### src/rtl/whack_game_ctrl_pkg.sv
// Shared types and default constants for the whack-a-mole game controller.
package whack_game_ctrl_pkg;

  typedef enum logic [2:0] {
    IDLE,
    SPAWN,
    UP,
    HIT,
    MISS,
    OVER
  } state_t;

  typedef logic [3:0] bcd_t;

  localparam int unsigned DEF_TICK_DIV   = 2500;
  localparam int unsigned DEF_MOLE_TICKS = 200;
  localparam int unsigned DEF_SHOW_TICKS = 100;
  localparam int unsigned DEF_MAX_MISSES = 3;

endpackage

### src/rtl/whack_game_ctrl_tick_gen.sv
// Game tick divider: one-cycle tick every TICK_DIV clocks, restartable via clear.
module tick_gen
  import whack_game_ctrl_pkg::*;
#(
  parameter int unsigned TICK_DIV = DEF_TICK_DIV
) (
  input  logic clk,
  input  logic rst,
  input  logic clear,
  output logic tick
);

  localparam int unsigned W = (TICK_DIV > 1) ? $clog2(TICK_DIV) : 1;

  logic [W-1:0] cnt;

  assign tick = (cnt == W'(TICK_DIV - 1));

  always_ff @(posedge clk) begin
    if (rst || clear || tick) cnt <= '0;
    else                      cnt <= cnt + W'(1);
  end

endmodule

### src/rtl/whack_game_ctrl.sv
// Whack-a-mole game FSM: mole spawning with no-repeat rule, hit/miss timing,
// saturating BCD score and miss counting.
module whack_game_ctrl
  import whack_game_ctrl_pkg::*;
#(
  parameter int unsigned TICK_DIV   = DEF_TICK_DIV,
  parameter int unsigned MOLE_TICKS = DEF_MOLE_TICKS,
  parameter int unsigned SHOW_TICKS = DEF_SHOW_TICKS,
  parameter int unsigned MAX_MISSES = DEF_MAX_MISSES
) (
  input  logic       clk,
  input  logic       rst,
  input  logic       start,
  input  logic       key_valid,
  input  logic [3:0] key_code,
  input  logic [3:0] rand_signal,
  output logic [3:0] mole_position,
  output logic       mole_active,
  output logic       hit_flag,
  output logic       miss_flag,
  output bcd_t       score_ones,
  output bcd_t       score_tens,
  output logic [1:0] misses,
  output logic       game_over
);

  localparam int unsigned CMAX = (MOLE_TICKS > SHOW_TICKS) ? MOLE_TICKS : SHOW_TICKS;
  localparam int unsigned CW   = (CMAX > 0) ? $clog2(CMAX + 1) : 1;

  state_t        state, next_state;
  logic [CW-1:0] down;
  logic          tick, clear, hit;

  function automatic logic [7:0] bcd_inc(input bcd_t tens, input bcd_t ones);
    if (ones == 4'd9) begin
      if (tens == 4'd9) return {tens, ones};
      return {tens + 4'd1, 4'd0};
    end
    return {tens, ones + 4'd1};
  endfunction

  tick_gen #(.TICK_DIV(TICK_DIV)) u_tick (
    .clk  (clk),
    .rst  (rst),
    .clear(clear),
    .tick (tick)
  );

  assign hit = (state == UP) && key_valid && (key_code == mole_position);

  always_ff @(posedge clk) begin
    if (rst) state <= IDLE;
    else     state <= next_state;
  end

  always_comb begin
    next_state  = state;
    mole_active = 1'b0;
    hit_flag    = 1'b0;
    miss_flag   = 1'b0;
    game_over   = 1'b0;
    unique case (state)
      IDLE:  if (start) next_state = SPAWN;
      SPAWN: next_state = UP;
      UP: begin
        mole_active = 1'b1;
        // a matching key wins over a same-cycle timer expiry
        if (hit)              next_state = HIT;
        else if (down == '0)  next_state = MISS;
      end
      HIT: begin
        hit_flag = 1'b1;
        if (tick && down <= CW'(1)) next_state = SPAWN;
      end
      MISS: begin
        miss_flag = 1'b1;
        if (tick && down <= CW'(1))
          next_state = (32'(misses) == MAX_MISSES) ? OVER : SPAWN;
      end
      OVER: begin
        game_over = 1'b1;
        if (start) next_state = SPAWN;
      end
      default: next_state = IDLE;
    endcase
    clear = (next_state != state) &&
            (next_state == SPAWN || next_state == HIT || next_state == MISS);
  end

  always_ff @(posedge clk) begin
    if (rst) begin
      mole_position <= '0;
      score_tens    <= '0;
      score_ones    <= '0;
      misses        <= '0;
      down          <= '0;
    end else begin
      unique case (state)
        IDLE, OVER: begin
          if (start) begin
            score_tens <= '0;
            score_ones <= '0;
            misses     <= '0;
          end
        end
        SPAWN: begin
          mole_position <= (rand_signal == mole_position) ? rand_signal + 4'd1 : rand_signal;
          down          <= CW'(MOLE_TICKS);
        end
        UP: begin
          if (hit) begin
            {score_tens, score_ones} <= bcd_inc(score_tens, score_ones);
            down <= CW'(SHOW_TICKS);
          end else if (down == '0) begin
            misses <= misses + 2'd1;
            down   <= CW'(SHOW_TICKS);
          end else if (tick) begin
            down <= down - CW'(1);
          end
        end
        HIT, MISS: begin
          if (tick && down > CW'(1)) down <= down - CW'(1);
        end
        default: ;
      endcase
    end
  end

endmodule

### config.mk
export PLATFORM = sky130hd
export DESIGN_NAME = whack_game_ctrl
export DESIGN_NICKNAME = d
export VERILOG_FILES = /design/src/rtl/whack_game_ctrl_pkg.sv /design/src/rtl/whack_game_ctrl_tick_gen.sv /design/src/rtl/whack_game_ctrl.sv
export SDC_FILE = /design/constraint.sdc
export NUM_CORES = 1
export LEC_CHECK = 0
export CAP_MARGIN = 20
export CELL_PAD_IN_SITES_DETAIL_PLACEMENT = 0
export CELL_PAD_IN_SITES_GLOBAL_PLACEMENT = 1
export CORE_ASPECT_RATIO = 2
export CORE_MARGIN = 2
export CORE_UTILIZATION = 41
export DETAILED_ROUTE_END_ITERATION = 10
export HOLD_SLACK_MARGIN = 0.08
export PLACE_DENSITY_LB_ADDON = 0.1
export SYNTH_ARGS = -nofsm -noshare
export SYNTH_HDL_FRONTEND = slang
export SYNTH_SLANG_ARGS = --single-unit
### constraint.sdc
create_clock -name clk -period 2.5 [get_ports clk]
set_input_delay 0.375 -clock clk [delete_from_list [all_inputs] [get_ports clk]]
set_output_delay 0.375 -clock clk [all_outputs]
set_load 0.01 [all_outputs]
# [Word level (Yosys, flattened, before mapping)]
# Cells that the tools add are included.
[classes] n_addsub=6 order_cmp=2 eq_ne=24 mux=38 n_reduce_logical=19
[op_table] operator="two-way mux 8 bit" count=7
[op_table] operator="case mux 8 bit (3 select lines)" count=1
[op_table] operator="two-way mux 3 bit" count=6
[op_table] operator="two-way mux 4 bit" count=4
[op_table] operator="case mux 4 bit (2 select lines)" count=2
[op_table] operator="case mux 3 bit (5 select lines)" count=1
[op_table] operator="two-way mux 1 bit" count=13
[op_table] operator="adder 12 x 1 -> 12 bit, second input constant" count=1
[op_table] operator="adder 4 x 1 -> 4 bit, second input constant" count=3
[op_table] operator="== test 12 bit, second input constant" count=1
[op_table] operator="== test 3 x 2 -> 1 bit, second input constant" count=3
[op_table] operator="== test 3 bit, second input constant" count=3
[op_table] operator="== test 4 bit" count=2
[op_table] operator="== test 4 bit, second input constant" count=2
[op_table] operator="greater-than comparator 8 x 1 -> 1 bit, second input constant" count=1
[op_table] operator="<= comparator 8 x 1 -> 1 bit, second input constant" count=1
[op_table] operator="zero test 8 bit" count=1
[op_table] operator="AND reduction 4 bit" count=2
[op_table] operator="subtractor 8 x 1 -> 8 bit, second input constant" count=1
[op_table] operator="== test 3 x 1 -> 1 bit, second input constant" count=2
[op_table] operator="two-way mux 2 bit" count=3
[op_table] operator="!= test 2 x 1 -> 1 bit, second input constant" count=3
[op_table] operator="!= test 2 bit, second input constant" count=3
[op_table] operator="logical AND 1 bit" count=5
[op_table] operator="14 further kinds" count=18
[totals] ff_bits=37 inputBits=12 output_inout_bits=18 wordCells=96

# [Logic depth before layout (Yosys ltp)]
# Gate-level depths: netlist of run 1.
[depth] ltp_word=11 mapped_depth=10 ltp_nobuf=8

# [Hierarchy]
# Synthesis of run 1 repeated with hierarchy kept, for this count alone.
[hier_totals] hier_cells=250 area_unflattened_um2=2164.6
[modules_own_cells] mod="whack_game_ctrl" instances=1 cells_each=190 area_each_um2=1621.6 seq_area_each_um2=500.5
[modules_own_cells] mod="tick_gen" instances=1 cells_each=60 area_each_um2=543.0 seq_area_each_um2=240.2

# [Least setup slack after synthesis of run 1]
# No wires, ideal clock.
[synth_path] kind="register -> register" start="register down[0]" end="register u_tick.cnt[10]" setup_time_ps=64 t_arrival_ps=2134 t_required_ps=2436 path_slack_ps=302 path_stages_with_launch=11 n_path_buf=2 synth_period_minus_slack_ps=2198 cell_sequence="dfxtp_1 -> inv_1 -> ha_1 -> buf_2 -> nor2_1 -> nor3_4 -> and2_1 -> a221o_1 -> a2111o_1 -> buf_4 -> nor2_1"
[synth_via] elab_chain_len=10 word_cells_on_any_way=17 cone_classes="1 x order compare; 4 x eq/ne; 5 x mux; 7 x reduce/logical"
[synth_lines] item="from (decl)" line_no="whack_game_ctrl.sv:31" text="logic [CW-1:0] down;"
[synth_lines] item="from (signal assigned)" line_no="whack_game_ctrl.sv:108" text="down <= CW'(MOLE_TICKS);"
[synth_lines] item="from (signal assigned)" line_no="whack_game_ctrl.sv:113" text="down <= CW'(SHOW_TICKS);"
[synth_lines] item="from (signal assigned)" line_no="whack_game_ctrl.sv:116" text="down <= CW'(SHOW_TICKS);"
[synth_lines] item="<= comparator 8 x 1 -> 1 bit or zero test 8 bit (tied branches)" line_no="whack_game_ctrl.sv:73, whack_game_ctrl.sv:77, whack_game_ctrl.sv:69"
[synth_lines] item="logical AND 1 bit or two-way mux 3 bit (tied branches)" line_no="whack_game_ctrl.sv:73, whack_game_ctrl.sv:77, whack_game_ctrl.sv:69"
[synth_lines] item="two-way mux 3 bit, on equally long branches" line_no="whack_game_ctrl.sv:77, whack_game_ctrl.sv:68, whack_game_ctrl.sv:73"
[synth_lines] item="case mux 3 bit (5 select lines) (*)" line_no="whack_game_ctrl.sv:62" text="unique case (state)"
[synth_lines] item="== test 3 x 1 -> 1 bit or == test 3 x 2 -> 1 bit (tied branches)" line_no="whack_game_ctrl.sv:87" text="(next_state == SPAWN || next_state == HIT || next_state == MISS);"
[synth_lines] item="logical OR 1 bit (2 in series)" line_no="whack_game_ctrl.sv:87"
[synth_lines] item="logical AND 1 bit (*)" line_no="whack_game_ctrl.sv:86" text="clear = (next_state != state) &&"
[synth_lines] item="logical OR 1 bit (*) (2 in series)" line_no="whack_game_ctrl_tick_gen.sv:20" text="if (rst || clear || tick) cnt <= '0;"
[synth_lines] item="to (signal assigned)" line_no="whack_game_ctrl_tick_gen.sv:21" text="else cnt <= cnt + W'(1);"
[synth_lines] item="to (decl)" line_no="whack_game_ctrl_tick_gen.sv:15" text="logic [W-1:0] cnt;"
# Every way passes the cells marked *; elsewhere a longest branch is shown, timed or not.
# A chain may end at the register's enable or synchronous reset.

# [Worst setup path in the final report of run 1]
[layout_path] start="register down[0]" end="register u_tick.cnt[8]"
# Same word-level chain as after synthesis.

==> metrics.csv, run 1 <==
metric,value,unit
start_util,0.4171,
min_from,u_tick.cnt[0],
synthToLayoutAreaGrowth,24.73,%
antenna_found_initial,0,
fin_nets,330,
drt_iter0_drc,39,
startpoint,down[0],
drc_errors,0,
clock_latency,0.29,ns
status,completed,
synthArstFlopShare,0,
ant_nets,0,
wl_met3,120,µm
regToRegStartpoint,down[0],
fmax,431.7,MHz
fin_crit,2.316,ns
die_w,56.04,µm
slew_headroom,0.7042,
crit_family,compound AO/OA/AOI/OAI gates,
post_cts.repair.setup_buffers,0,
finalSetupTns,0,ns
layout_common_cells,"nor2_1, dfxtp_1, clkdlybuf4s50_1",
dp_hpwl,3870,µm
synth_seq_cells,37,
cellPowerDensity,699.0,mW/mm²
clk_pin_slew_worst_paths,0.07,ns
htreeDepth,2,
synth_enable_flop_cells,0,
ios,30,
maxCapViolations,0,
grt_pass1_wl,8583,µm
synthCells,263,
hold_path_class,flop to flop,
peakVddDrop,0.0004751,V
place_area,0.002684,mm²
vias,1971,
hold_violations,0,
whs,0.4632,ns
gp_congestion,0.8095,
route.layer.met1.wl,2284,µm
whs_path_depth,1,
cts_sinks,37,
critical_path.cell_chain,inv_1 -> ha_1 -> nor2_1 -> nor3_4 -> and2_1 -> a221o_1 -> a2111o_1 -> nor2_1,
layout_commonest_cell,nor2_1,
yosys_most_used_dff,dfxtp_1,
synth_nets,284,
cts_buffer_depth,2,
cts-root-buf,clkbuf_8,
finalCritPeriodShare,0.9265,
first_pass_iters,4,
syn_area,0.002221,mm²
grt_overflow_total,0,
cts_inserted_buffers,5,
cp_slowest_cell,a2111o_1,
stdcell_area,0.002770,mm²
crit_type,flop to flop,
rsz0062_at_grt,no,
crit_buf_inv,1,
n_antenna_cell,0,
synth.distinct_cells,56,
ff2ff_path_depth,8,
slew_viol_final,0,
setup_violations,0,
cts.repair.resized,0,
syn_avg_cell_area,8.444,µm²
grt_pass1_vias,1890,
io_buffers,29,
dieArea,0.006057,mm²
num_rows,38,
drive_gt1_frac,0.1456,
die_y,108.1,µm
worst_ep_arrival_time,2.55,ns
cp_max_fo,12,
leakagePower,1.054,nW
critical_path.max_stage_delay,0.56,ns
clock_skew,0.003188,ns
avgRoutedWirePerCell,13.66,µm
required,2.73,ns
seq_area_frac_synth,0.3335,
ys_warn_count,0,
cts_hold_buf,0,
worstSetupStartpointType,flop,
drt_wl_total,5039,µm
grt_max_degree,15,
wl_met2,2542,µm
cp_common_cell,nor2_1,
top_layer,met4,
critical_path.endpoint_type,flop,
cp.depth,8,
via_per_inst,5.341,
track_usage,0.1772,
worst_pin_slew,0.4424,ns
core_region_area,0.005325,mm²
cts_tree,built,
==> state kept, by name (all words and copies together) (netlist names) <==
name / cells
u_tick.cnt: 12
down: 8
mole_position: 4
score_ones: 4
score_tens: 4
state: 3
misses: 2
==> final timing paths <==
kind	endpoint	slack, ns
worst max-delay path	u_tick.cnt[8]	0.18
worst min-delay path	u_tick.cnt[0]	0.46
worst max register to register	u_tick.cnt[8]	0.18
worst min register to register	u_tick.cnt[0]	0.46
==> cell usage after synthesis, drive strengths merged, types with 3 or more instances <==
cell | count | area [µm²]
nor2b | 3 | 18.77
a21oi | 14 | 70.07
nand2 | 18 | 82.58
clkbuf | 4 | 15.01
nand4 | 6 | 37.54
inv | 9 | 36.29
buf | 4 | 22.52
nand3 | 11 | 55.05
a211oi | 6 | 50.05
o21ai | 11 | 58.81
or2 | 5 | 31.28
nor3 | 7 | 46.30
dfxtp | 37 | 740.7
nor4 | 3 | 25.02
a311oi | 3 | 26.28
ha | 9 | 112.6
nor2 | 41 | 153.9
xnor2 | 11 | 96.34
and3 | 6 | 37.54
or3 | 3 | 18.77
xor2 | 16 | 140.1
mux2i | 4 | 40.04
==> stage by stage <==
step           setup slack, ns  std cells  total power [mW]  utilization
2_1_floorplan           0.3025        263             1.265            -
5_1_grt                0.02109        369             2.076       0.5202
3_5_place_dp           0.05886        362             1.534       0.5040
4_1_cts                 0.1716        369             1.962       0.5202
6_report                0.1836        369             1.936       0.5202
3_3_place_gp            0.1334        362             1.526       0.5040
==> cell type report <==
class / count / area [µm²]
Clock buffer: 7 / 86.33
Fill cell: 510 / 2555
Inverter: 9 / 36.28
Multi-Input combinational cell: 209 / 1406
Sequential cell: 37 / 740.7
Tap cell: 60 / 75.07
Timing Repair Buffer: 47 / 425.4
==> metal layers <==
layer / global-route usage / vias to the layer above
met1: 0.2119 / 919
met3: 0.04067 / 6
met4: 0.07143 / 0
met2: 0.3025 / 22
li1: - / 1024
met5: 0 / -
==> power by group <==
group	internal (mW)	switching [mW]	total, mW
sequential	0.648	0.0694	0.718
clock	0.218	0.198	0.416
combinational	0.372	0.430	0.802
total	1.24	0.697	1.94
==> cell families (layout without fill, tap and decap cells) <==
logic type / count (synthesis) / after routing / share of synthesized area
mux: 5 / 5 / 0.02310
buf+inv: 17 / 63 / 0.03324
simple gates: 119 / 119 / 0.2913
flops: 37 / 37 / 0.3335
xor+xnor: 27 / 27 / 0.1065
compound gates: 49 / 49 / 0.1617
fa+ha+maj: 9 / 9 / 0.05071
Note: power is estimated with default switching activity, not from simulation.
==> run 2: changes to the inputs <==
--- a/config.mk
+++ b/config.mk
@@ -14,6 +14,8 @@
 export DETAILED_ROUTE_END_ITERATION = 10
 export HOLD_SLACK_MARGIN = 0.08
 export PLACE_DENSITY_LB_ADDON = 0.1
+export SKIP_LAST_GASP = 1
+export SLEW_MARGIN = 20
 export SYNTH_ARGS = -nofsm -noshare
 export SYNTH_HDL_FRONTEND = slang
 export SYNTH_SLANG_ARGS = --single-unit
==> results of run 2 <==
Same layout as run 1: the final DEF is identical, and so are final timing and power.
==> run 3: changes to the inputs <==
--- a/config.mk
+++ b/config.mk
@@ -12,7 +12,7 @@
 export CORE_MARGIN = 2
 export CORE_UTILIZATION = 41
 export DETAILED_ROUTE_END_ITERATION = 10
-export HOLD_SLACK_MARGIN = 0.08
+export HOLD_SLACK_MARGIN = 0.06
 export PLACE_DENSITY_LB_ADDON = 0.1
 export SKIP_LAST_GASP = 1
 export SLEW_MARGIN = 20
==> results of run 3 <==
Same layout as run 1: the final DEF is identical, and so are final timing and power.
==> patch: new RTL, settings of run 1 <==
The package constant `DEF_MOLE_TICKS` goes from 200 to 400.
--- a/src/rtl/whack_game_ctrl_pkg.sv
+++ b/src/rtl/whack_game_ctrl_pkg.sv
@@ -14,5 +14,5 @@
 
   localparam int unsigned DEF_TICK_DIV   = 2500;
-  localparam int unsigned DEF_MOLE_TICKS = 200;
+  localparam int unsigned DEF_MOLE_TICKS = 400;
   localparam int unsigned DEF_SHOW_TICKS = 100;
   localparam int unsigned DEF_MAX_MISSES = 3;
Function: no difference found for any inputs over 10 cycles, from zero or initial values and one cycle with rst high; that may be too few to reach the edited logic, so the function may still have changed.
==> patch against run 1 <==
Synthesized cell count increased by 1.9%; first-iteration DRC count increased by 90%; final area increased by 1.6%; clock skew increased by 0.0013 ns; sequential share of layout area increased by 0.30 points; die area decreased by 0.91%; total power decreased by 10%; routed wire length increased by 5.0%; critical path depth decreased by 1; sequential cell count increased by 1; clock power increased by 55%; setup slack improved by 0.057 ns; area after synthesis decreased by 0.96%; critical path type unchanged; largest power group is now sequential cells.
==> patch: results (changes against run 1) <==
stage	metric	value	unit	change
outcome	status	completed		
worst_setup_path	worst-path-max-fanout	8		-4
detailed_routing	dr_wl_met3	130	um	+8.3%
power_and_ir_drop	seq_power	685	uW	-4.6%
worst_setup_path	r2r_cells	7		-1
placed_design	dp_cells	363		+0.28%
power_and_ir_drop	combPwrFrac	23.7	%	-18 points
detailed_routing	route.met2.wl	2952	um	+16%
detailed_routing	drt_iter0_markers	74		+90%
placed_design	gp_congestion	0.8363		+3.3%
global_routing	grt_use_met3	3.005	%	-1.1 points
worst_setup_path	crit_path_start	u_tick.cnt[0]		
global_routing	grt_first_pass_wirelength	9321	um	+8.6%
global_routing	grt_pass1_vias	2044		+8.1%
power_and_ir_drop	seqPwrFrac	39.3	%	+2.2 points
detailed_routing	m1WireLength	2109	um	-7.7%
detailed_routing	wire_per_inst	14.23	um	+4.2%
power_and_ir_drop	ir_drop	411.0	uV	-13%
synth	yosysSeqAreaShare	34.58	%	+1.2 points
sta	maxSlewHeadroom	54.26	%	-16 points
layout	final_layout_size_suffix_gt1_share	13.06	%	-1.5 points
global_routing	track_usage	19.25	%	+1.5 points
layout	nets	335		+1.5%
synth	synth_common_cells	nor2_1 (42), dfxtp_1 (38), nand2_1 (18), a21oi_1 (16), o21ai_0 (15)		
power_and_ir_drop	power.switching	479.1	uW	-31%
synth	synth_cells	268		+1.9%
detailed_routing	vias_per_cell	5.444		+1.9%
global_routing	grt_max_degree	19		+4
layout	instances_no_fill	372		+0.81%
global_routing	use_met1	20.99	%	-0.21 points
synth	ys_top_cells_by_area	dfxtp_1 (35%), nor2_1 (7.2%), ha_1 (5.7%)		
patch: changes by cell type after synthesis, sizes merged, moves of 3 or more:
| cell | delta |
|---|---|
| nor3 | +3 |
| mux2i | -3 |
| nand3b | +4 |
| or2 | -3 |
| a21oi | +3 |
| a311oi | -3 |
| nand3 | -3 |
| o21ai | +6 |
patch: worst paths after layout:
| kind | end | slack [ns] |
|---|---|---|
| setup / recovery | down[1] | 0.24 |
| hold / removal | u_tick.cnt[0] | 0.47 |
| setup reg to reg | down[1] | 0.24 |
| hold reg to reg | u_tick.cnt[0] | 0.47 |
patch: cells by family (layout without fill, tap and decap cells):
| logic type | after synthesis | count (layout) | share of synthesized area, % |
|---|---|---|---|
| compound gates | 55 | 55 | 15.42 |
| fa+ha+maj | 10 | 10 | 5.688 |
| mux | 2 | 2 | 0.9670 |
| flops | 38 | 38 | 34.58 |
| simple gates | 116 | 116 | 28.90 |
| xor+xnor | 26 | 26 | 10.35 |
| buf+inv | 21 | 67 | 4.095 |
patch: worst max-delay path, cell delays in order (launching register included):
cell and delay (ns):
dfxtp_1 0.38, ha_1 0.21, nor3b_2 0.23, nand4_1 0.23, a311o_2 0.49, and2_4 0.20
or3_4 0.33, a21oi_2 0.13
patch: per-stage QoR:
step                      setup TNS (ns)  util (%)  worst slack (ns)
final                                  0     54.76            0.2402
after global placement                 0     51.74           0.03212
after CTS                              0     54.52            0.1734
after detailed placement       -0.009408     51.74         -0.009408
after floorplan                        0         -            0.2545
after global routing                   0     54.76           0.07483
patch: final cells by class:
type                       instances  area share [%]
multi-input combinational        209           48.11
sequential                        38           27.03
timing repair buffer              47           15.56
clock buffer                       6           2.935
tap                               58           2.579
clock inverter                     2           2.134
inverter                          12           1.645
